`src/rtl/pc_pkg.sv`:
```
// Shared types and default vectors for the PC / fetch-request generator.
package pc_pkg;

  typedef enum logic [1:0] {
    BRANCH = 2'd0,
    JALR   = 2'd1,
    TRAP   = 2'd2
  } redirect_sel_t;

  typedef enum logic [1:0] {
    BOOT = 2'd0,
    RUN  = 2'd1,
    PEND = 2'd2
  } pc_state_t;

  localparam logic [31:0] DEFAULT_RESET_VECTOR = 32'hBFC0_0000;
  localparam logic [31:0] DEFAULT_TRAP_VECTOR  = 32'hBFC0_0180;

endpackage

```
`src/rtl/pc_target_calc.sv`:
```
// Combinational redirect target computation with alignment check; misaligned
// targets are replaced by the trap vector, the raw value is kept for trap_epc.
module pc_target_calc
  import pc_pkg::*;
#(
  parameter int                  PC_WIDTH    = 32,
  parameter logic [PC_WIDTH-1:0] TRAP_VECTOR = PC_WIDTH'(DEFAULT_TRAP_VECTOR),
  parameter int                  INSTR_BYTES = 4
) (
  input  logic [1:0]          sel,
  input  logic [PC_WIDTH-1:0] base,
  input  logic [PC_WIDTH-1:0] imm,
  output logic [PC_WIDTH-1:0] raw_target,
  output logic [PC_WIDTH-1:0] target,
  output logic                misaligned
);

  logic [PC_WIDTH-1:0] sum;

  // Reserved select encoding falls into the default arm and behaves as TRAP.
  always_comb begin
    sum        = base + imm;
    raw_target = TRAP_VECTOR;
    case (sel)
      BRANCH:  raw_target = sum;
      JALR:    raw_target = {sum[PC_WIDTH-1:1], 1'b0};
      default: raw_target = TRAP_VECTOR;
    endcase
    misaligned = (INSTR_BYTES == 2) ? raw_target[0] : raw_target[1];
    target     = misaligned ? TRAP_VECTOR : raw_target;
  end

endmodule

```
`src/rtl/pc_fetch_unit.sv`:
```
// Program counter and valid/ready fetch-request generator with redirects.
// Optional macro PC_PERF_EN adds saturating fetch/redirect performance counters.
module pc_fetch_unit
  import pc_pkg::*;
#(
  parameter int                  PC_WIDTH     = 32,
  parameter logic [PC_WIDTH-1:0] RESET_VECTOR = PC_WIDTH'(DEFAULT_RESET_VECTOR),
  parameter logic [PC_WIDTH-1:0] TRAP_VECTOR  = PC_WIDTH'(DEFAULT_TRAP_VECTOR),
  parameter int                  INSTR_BYTES  = 4
) (
  input  logic                clk,
  input  logic                rst,
  input  logic                stall,
  input  logic                fetch_ready,
  output logic                fetch_valid,
  output logic [PC_WIDTH-1:0] pc,
  output logic                fetch_kill,
  input  logic                redirect_en,
  input  logic [1:0]          redirect_sel,
  input  logic [PC_WIDTH-1:0] redirect_base,
  input  logic [PC_WIDTH-1:0] redirect_imm,
  output logic                misalign_err,
  output logic [PC_WIDTH-1:0] trap_epc
`ifdef PC_PERF_EN
  ,
  output logic [31:0]         perf_fetch_cnt,
  output logic [31:0]         perf_redirect_cnt
`endif
);

  pc_state_t           state;
  logic [PC_WIDTH-1:0] pend_target;
  logic [PC_WIDTH-1:0] raw_target;
  logic [PC_WIDTH-1:0] eff_target;
  logic                tgt_misaligned;
  logic                accept;

  assign accept     = fetch_valid && fetch_ready;
  assign fetch_kill = (state == PEND);

  pc_target_calc #(
    .PC_WIDTH    (PC_WIDTH),
    .TRAP_VECTOR (TRAP_VECTOR),
    .INSTR_BYTES (INSTR_BYTES)
  ) u_target_calc (
    .sel        (redirect_sel),
    .base       (redirect_base),
    .imm        (redirect_imm),
    .raw_target (raw_target),
    .target     (eff_target),
    .misaligned (tgt_misaligned)
  );

  // A redirect arriving mid-handshake is parked in pend_target so the request
  // on the bus stays stable until memory accepts it.
  always_ff @(posedge clk) begin
    if (!rst) begin
      state        <= BOOT;
      pc           <= RESET_VECTOR;
      fetch_valid  <= 1'b0;
      misalign_err <= 1'b0;
      trap_epc     <= '0;
      pend_target  <= '0;
    end else begin
      misalign_err <= 1'b0;
      case (state)
        BOOT: begin
          if (!stall) begin
            state       <= RUN;
            fetch_valid <= 1'b1;
          end
        end
        RUN: begin
          if (redirect_en && fetch_valid && !fetch_ready) begin
            pend_target <= eff_target;
            state       <= PEND;
          end else if (redirect_en) begin
            pc          <= eff_target;
            fetch_valid <= !stall;
          end else if (accept) begin
            pc          <= pc + PC_WIDTH'(INSTR_BYTES);
            fetch_valid <= !stall;
          end else if (!fetch_valid) begin
            fetch_valid <= !stall;
          end
        end
        PEND: begin
          if (redirect_en && accept) begin
            pc          <= eff_target;
            fetch_valid <= !stall;
            state       <= RUN;
          end else if (redirect_en) begin
            pend_target <= eff_target;
          end else if (accept) begin
            pc          <= pend_target;
            fetch_valid <= !stall;
            state       <= RUN;
          end
        end
        default: state <= BOOT;
      endcase
      if (redirect_en && state != BOOT) begin
        misalign_err <= tgt_misaligned;
        if (tgt_misaligned) trap_epc <= raw_target;
      end
    end
  end

`ifdef PC_PERF_EN
  // Saturating counters of accepted fetches and sampled redirects.
  always_ff @(posedge clk) begin
    if (!rst) begin
      perf_fetch_cnt    <= '0;
      perf_redirect_cnt <= '0;
    end else begin
      if (accept && perf_fetch_cnt != 32'hFFFF_FFFF)
        perf_fetch_cnt <= perf_fetch_cnt + 32'd1;
      if (redirect_en && perf_redirect_cnt != 32'hFFFF_FFFF)
        perf_redirect_cnt <= perf_redirect_cnt + 32'd1;
    end
  end
`endif

endmodule
```
`config.mk`:
```
export PLATFORM = sky130hd
export DESIGN_NAME = pc_fetch_unit
export DESIGN_NICKNAME = d
export VERILOG_FILES = /design/src/rtl/pc_pkg.sv /design/src/rtl/pc_target_calc.sv /design/src/rtl/pc_fetch_unit.sv
export SDC_FILE = /design/constraint.sdc
export NUM_CORES = 1
export LEC_CHECK = 0
export BUFFER_PORTS_ARGS = -buffer_cell sky130_fd_sc_hd__buf_2
export CORE_MARGIN = 5
export CORE_UTILIZATION = 44
export DETAILED_ROUTE_END_ITERATION = 8
export GPL_TIMING_DRIVEN = 0
export PLACE_DENSITY = 0.69
export SLEW_MARGIN = 5
export SYNTH_ARGS = -nofsm -noshare
export SYNTH_HDL_FRONTEND = slang
export SYNTH_SLANG_ARGS = --single-unit
```
`constraint.sdc`:
```
create_clock -name clk -period 2.9 [get_ports clk]
set_clock_uncertainty 0.2 [all_clocks]
set_input_delay 0.145 -clock clk [delete_from_list [all_inputs] [get_ports clk]]
set_output_delay 0.145 -clock clk [all_outputs]
set_load 0.1 [all_outputs]
```
==> results of run 1 <==
[layer usage]
layer  wire length, µm  global-route usage
met1             10300               0.353
met2             10500               0.403
met3              1930              0.0397
met4               525              0.0718
met5                 0                   0
[power groups by stage]
stage / clock network (mW) / logic [mW] / registers (mW)
detailed placement: 0 / 3.65 / 1.94
global placement: 0 / 3.63 / 1.93
CTS: 1.15 / 3.67 / 1.92
floorplan: 0 / 1.58 / 3.13
finish: 1.15 / 3.74 / 1.93
global route: 1.20 / 3.97 / 1.96
[synthesized netlist by cell type, types with 14 or more instances]
| library cell | number | area share |
|---|---|---|
| a211oi_1 | 16 | 0.018 |
| a21oi_1 | 104 | 0.079 |
| a221oi_1 | 19 | 0.025 |
| clkbuf_1 | 43 | 0.025 |
| dfxtp_1 | 98 | 0.30 |
| ha_1 | 36 | 0.069 |
| inv_1 | 21 | 0.012 |
| nand2_1 | 105 | 0.060 |
| nand3_1 | 34 | 0.026 |
| nand4_1 | 14 | 0.013 |
| nor2_1 | 86 | 0.049 |
| nor3_1 | 18 | 0.014 |
| o21ai_0 | 70 | 0.053 |
| xnor2_1 | 28 | 0.037 |
| xor2_1 | 18 | 0.024 |
[logic make-up after synthesis]
group,after synthesis
AOI/OAI and AO/OA,318
adders and majority gates,37
buffers and inverters,76
xor gates and xnor gates,46
DFF,98
other,1
muxes,1
and+or+nand+nor,309
[through the flow]
| stage | TNS, ns | hold WS, ns | total power, mW | std cells | setup WS [ns] |
|---|---|---|---|---|---|
| 2_1_floorplan | -0.165 | 0.128 | 4.70 | 886 | -0.111 |
| 3_3_place_gp | -4.82 | 0.240 | 5.56 | 1206 | -0.524 |
| 3_5_place_dp | -5.31 | 0.243 | 5.59 | 1206 | -0.528 |
| 4_1_cts | 0 | 0.00764 | 6.73 | 1224 | 0.00899 |
| 5_1_grt | -0.106 | 0.0586 | 7.13 | 1225 | -0.0544 |
| 6_report | 0 | 0.00988 | 6.82 | 1225 | 0.0408 |
[tightest hold or removal path: stages]
cell	delay, ns
buf_2	0.12
o21ai_0	0.07
a211oi_1	0.07
nor3_1	0.11
[repair_timing]
action	in CTS	in global routing
pin swaps	1	1
gates cloned	0	0
setup endpoints to repair	15	27
endpoints found under the hold margin	3	0
gates resized for setup	4	18
hold buffers	2	0
buffers inserted	1	1
[layout by cell type, fill, tap and decap left out, types with 17 or more instances in the layout]
master    count
a21oi_1     104
a221oi_1     17
buf_2       137
clkbuf_1     38
dfxtp_1      81
dfxtp_2      17
ha_1         34
inv_1        21
nand2_1     105
nand3_1      34
nor2_1       86
o21ai_0      70
xnor2_1      28
xor2_1       17
[layout make-up]
cell class                      count  area, µm²  share of cell area
Clock buffer                       10        229              0.0288
Tap cell                          184        230              0.0290
Timing Repair Buffer              140        728              0.0917
Clock inverter                      6       48.8             0.00615
Inverter                           22       82.6              0.0104
Multi-Input combinational cell    712       4410               0.555
Buffer                             53        230              0.0290
Sequential cell                    98       1980               0.250
[flip-flops by register name, indices dropped and copies added (netlist names)]
name,cells
pend_target,31
fetch_valid,1
misalign_err,1
pc,31
state,2
trap_epc,32
[how the worst max path moves through the flow]
stage / from / endpoint / slack, ns / depth (start not counted)
after floorplan: redirect_base[0] / pc[26]$_SDFFE_PN1P_ / -0.11 / 10
after global placement: redirect_base[14] / pc[26]$_SDFFE_PN1P_ / -0.52 / 11
after detailed placement: redirect_base[14] / pc[26]$_SDFFE_PN1P_ / -0.53 / 11
after CTS: redirect_base[0] / pc[26]$_SDFFE_PN1P_ / 0.009 / 11
after global routing: redirect_base[14] / pc[26]$_SDFFE_PN1P_ / -0.05 / 11
final: redirect_base[19] / pc[26]$_SDFFE_PN1P_ / 0.04 / 10
==> impl_metrics.json, run 1 <==
{
  "status": "finished, final reports clean",
  "die_w_um": 132,
  "setup-violations-final": 0,
  "h-tree-depth": 3,
  "design_area_um2": 7940,
  "relSlewSlack": 0.241,
  "grt_setup_unrepaired": "yes",
  "antenna_found_initial": 0,
  "grt_pass1_vias": 6826,
  "nNetsFinal": 1144,
  "clk_latency_ns": 0.35,
  "cp_cell_sequence": "buf_2 -> ha_1 -> buf_2 -> a2111oi_0 -> a22oi_1 -> or4_4 -> nand4_4 -> nor3_2 -> or4_1 -> o22a_1",
  "ys_warn_count": 0,
  "initial_utilization": 0.450,
  "hold_violations": 0,
  "post-route-period-util": 0.986,
  "synth_top_family_by_area": "compound AO/OA/AOI/OAI gates",
  "wl_per_cell_um": 19.0,
  "n_antenna_cell": 0,
  "port_buffers": 136,
  "yosys.area_share.simple": 0.217,
  "synth.avg_cell_area_um2": 7.42,
  "final_util": 0.544,
  "synth_area_um2": 6570,
  "die_h_um": 132,
  "ant_nets": 0,
  "worst-path-buf-inv": 2,
  "hold_start": "stall",
  "num_vias": 7434,
  "leakage_nw": 3.24,
  "yosysUniqueCellTypes": 69,
  "place_congestion": 0.947,
  "critical_path_class": "in -> reg",
  "hold_end": "fetch_valid$_SDFFE_PN0P_",
  "cts_buffers": 9,
  "ys_seq_elements": 98,
  "synthCells": 886,
  "power_switching_mw": 3.72,
  "crit_path_max_fanout": 7,
  "synth_mux_area_frac": 0.00152,
  "drt-initial-drc-count": 784,
  "p_clk_frac": 0.168,
  "period_needed_ns": 2.86,
  "slowest_stage": "or4_4",
  "maxSlewViolCount": 0,
  "regToRegStartpoint": "pc[2]$_SDFFE_PN0P_",
  "synth-edff-count": 0,
  "syn_to_final_growth_pct": 20.8,
  "dieArea_um2": 17500,
  "whs_path_depth": 4,
  "arrival_ns": 2.90,
  "combPwrFrac": 0.549,
  "layout-drive-gt1-share": 0.190,
  "cts_tree": "done",
  "dr.pass1.iters": 6,
  "nFillCells": 1461,
  "clk_path_buf_depth": 2,
  "synthAdderAreaFrac": 0.0716,
  "cp_slowest_stage_delay_ns": 0.59,
  "cts_root_buffer": "clkbuf_16",
  "core_um2": 14600,
  "hp-class": "in -> reg",
  "placed_cell_area_um2": 7540,
  "irDropWorstVdd_v": 0.000632,
  "path_clk_slew_ns": 0.07,
  "p_seq_frac": 0.283,
  "internal_power_mw": 3.10,
  "powerDensity_nw_per_um2": 859,
  "synth_compound_area_frac": 0.304,
  "reg2reg_to": "pc[28]$_SDFFE_PN1P_",
  "tightest_slew_ns": 1.14,
  "fmax_mhz": 350,
  "r2r_cells": 9,
  "grt_overflow": 0,
  "maxCapViolCount": 0,
  "grt_max_degree": 18,
  "path_delay_family": "simple AND/OR/NAND/NOR gates",
  "worstSetupEndpointType": "flip-flop",
  "drc": 0,
  "synth_async_sr_flop_share": 0,
  "ys.flop_type": "dfxtp_1",
  "synth-seq-area-share": 0.299,
  "dpl.hpwl_um": 18100,
  "cp_common_cell": "buf_2",
  "switching_share": 0.545,
  "routed_wl_um": 23300,
  "synth_xor_area_frac": 0.0613,
  "ioPinCount": 138,
  "grt_pass1_wl_um": 36300,
  "rows": 44,
  "clock_sinks": 98,
  "synth_nets": 994,
  "worstPathRequired_ns": 2.94,
  "cp-start-kind": "primary input",
  "grt_usage": 0.252,
  "routed_via_density": 6.07,
  "r2r_slack_ns": 0.15
}
(Power assumes the default switching activity.)
==> run 2, diff against run 1 <==
clock period = 2.5 ns   (was 2.9 ns; I/O delays follow)
==> run 2 against run 1 <==
The flow now finishes with violations (setup timing). Die area unchanged. Non-clock buffer count rose by 10. Hold slack improved by 0.013 ns. Routed wire length up 1.5%.
==> impl_metrics.json, run 2 (same netlist as run 1, synthesis figures left out) <==
{
  "status": "finished with violations",
  "violations": "setup timing",
  "h-tree-depth": 3,
  "ioPinCount": 138,
  "irDropWorstVdd_v": 0.000614,
  "path_clk_slew_ns": 0.07,
  "cts_root_buffer": "clkbuf_16",
  "reg2reg_to": "pc[28]$_SDFFE_PN1P_",
  "initial_utilization": 0.450,
  "grtUsageMet2": 0.408,
  "met3_usage": 0.0443,
  "core_um2": 14600,
  "pre_cts_ws_ns": -0.744,
  "grt_usage": 0.257,
  "dr.pass1.iters": 6,
  "grt_overflow": 0,
  "powerDensity_nw_per_um2": 968,
  "worstPathRequired_ns": 2.54,
  "grt_max_degree": 17,
  "path_delay_family": "simple AND/OR/NAND/NOR gates",
  "final_cell_mix": "137 x buf_2, 103 x nand2_1, 92 x a21oi_1, 81 x nor2_1, 74 x dfxtp_1",
  "clk_path_buf_depth": 2,
  "top_register": "trap_epc",
  "slowest_stage": "nor3_1",
  "period_needed_ns": 2.66,
  "whs_path_depth": 5,
  "nNetsFinal": 1154,
  "worstSetupEndpointType": "flip-flop",
  "grt.busiest_layer": "met2",
  "grt_pass1_vias": 7002,
  "layout_commonest_cell": "buf_2",
  "largestRegisters": "trap_epc (32), pc (31), pend_target (31)",
  "syn_to_final_growth_pct": 30.4,
  "cts_buffers": 9,
  "maxCapViolCount": 0,
  "cp-start-kind": "flip-flop",
  "n_antenna_cell": 0,
  "grt_setup_unrepaired": "yes",
  "layout-drive-gt1-share": 0.284,
  "hold_end": "pend_target[0]$_SDFFE_PN0P_",
  "clock_sinks": 98,
  "crit_path_max_fanout": 8,
  "hp-class": "in -> reg",
  "setup-violations-final": 3,
  "fin_ws_ns": -0.155,
  "ant_nets": 0,
  "dieArea_um2": 17500,
  "clk_latency_ns": 0.36,
  "r2r_cells": 9,
  "r2r_slack_ns": -0.16,
  "leakage_nw": 3.50,
  "final_util": 0.587,
  "die_h_um": 132,
  "cp_cell_sequence": "clkbuf_8 -> nand4_1 -> nor3_1 -> and4_2 -> nand4_1 -> xnor2_1 -> a221oi_2 -> nor4b_2 -> nor3_1",
  "maxSlewViolCount": 0,
  "hold_violations": 0,
  "routed_via_density": 6.10,
  "wl_per_cell_um": 19.2,
  "grt_pass1_wl_um": 37200,
  "largest_register_ffs": 32,
  "tightest_slew_ns": 0.688,
  "regToRegStartpoint": "pc[13]$_SDFFE_PN0P_",
  "cp_slowest_stage_delay_ns": 0.38,
  "port_buffers": 136,
  "relSlewSlack": 0.541,
  "drc": 0,
  "die_w_um": 132,
  "dpl.hpwl_um": 18000,
  "routed_wl_um": 23700,
  "antenna_found_initial": 0,
  "arrival_ns": 2.69,
  "critical_path_class": "reg -> reg",
  "grtUsageMet1": 0.352,
  "fmax_mhz": 377,
  "cts_tree": "done",
  "fin_setup_tns_ns": -0.339,
  "drt-initial-drc-count": 868,
  "hold_start": "redirect_sel[0]",
  "post-route-period-util": 1.06,
  "rows": 44,
  "worst-path-buf-inv": 1,
  "place_congestion": 0.956,
  "num_vias": 7525
}
-- run 2: cell count changes in the layout (fill, tap and decap cells not counted), moves of 8 or more --
cell | previous run | this run
clkbuf_1 | 38 | 22
buf_4 | 3 | 17
a21oi_1 | 104 | 92
a21oi_2 | 0 | 12
dfxtp_4 | 0 | 12
ha_1 | 34 | 26
-- run 2: per-stage QoR --
| stage | power [mW] | instance area [µm²] | hold WS [ns] | std cells |
|---|---|---|---|---|
| after global placement | 6.52 | 7650 | 0.241 | 1206 |
| after detailed placement | 6.54 | 7650 | 0.246 | 1206 |
| after global routing | 8.68 | 8570 | 0.0622 | 1234 |
| final | 8.29 | 8570 | 0.0230 | 1234 |
| after floorplan | 5.53 | 6740 | 0.108 | 886 |
| after CTS | 8.04 | 8240 | 0.0306 | 1233 |
-- run 2: area by class of cell --
cell class,count,area [µm²]
inverter,22,82.6
clock buffer,11,264
tap,184,230
buffer,47,229
clock inverter,4,31.3
sequential,98,2020
timing repair buffer,156,866
multi-input combinational,712,4850
fill,1401,6020
-- run 2: worst max path at each step --
stage | startpoint | endpoint | slack [ns] | cells after the start
2_1_floorplan | redirect_base[0] | pc[26]$_SDFFE_PN1P_ | -0.46 | 10
3_5_place_dp | redirect_base[0] | pc[26]$_SDFFE_PN1P_ | -0.74 | 11
3_3_place_gp | redirect_base[0] | pc[26]$_SDFFE_PN1P_ | -0.75 | 11
4_1_cts | redirect_base[0] | pc[26]$_SDFFE_PN1P_ | -0.22 | 11
6_report | pc[13]$_SDFFE_PN0P_ | pc[28]$_SDFFE_PN1P_ | -0.16 | 9
5_1_grt | pc[13]$_SDFFE_PN0P_ | pc[28]$_SDFFE_PN1P_ | -0.24 | 9
-- run 2: per-layer routing --
layer,share of wire,vias up
met5,0,-
met4,0.030,0
met3,0.091,55
met2,0.45,383
met1,0.43,3509
li1,-,3578
-- run 2: timing repair --
action | in CTS | in global routing
hold endpoints to repair | 6 | 0
pin swaps | 17 | 22
hold buffers | 4 | 0
buffers inserted | 12 | 5
gates cloned | 0 | 0
setup endpoints to repair | 49 | 68
resized for setup | 39 | 78
-- run 2: tightest hold or removal path, delay by kind of cell --
kind                   cells  cell delay, ns
buffers and inverters      1            0.07
and+or+nand+nor            3            0.27
AOI/OAI and AO/OA          1            0.05
-- run 2: power breakdown --
| group | internal [mW] | switching, mW | leakage (nW) |
|---|---|---|---|
| clock network | 0.765 | 0.631 | 0.148 |
| registers | 1.92 | 0.341 | 0.808 |
| logic | 1.19 | 3.44 | 2.55 |
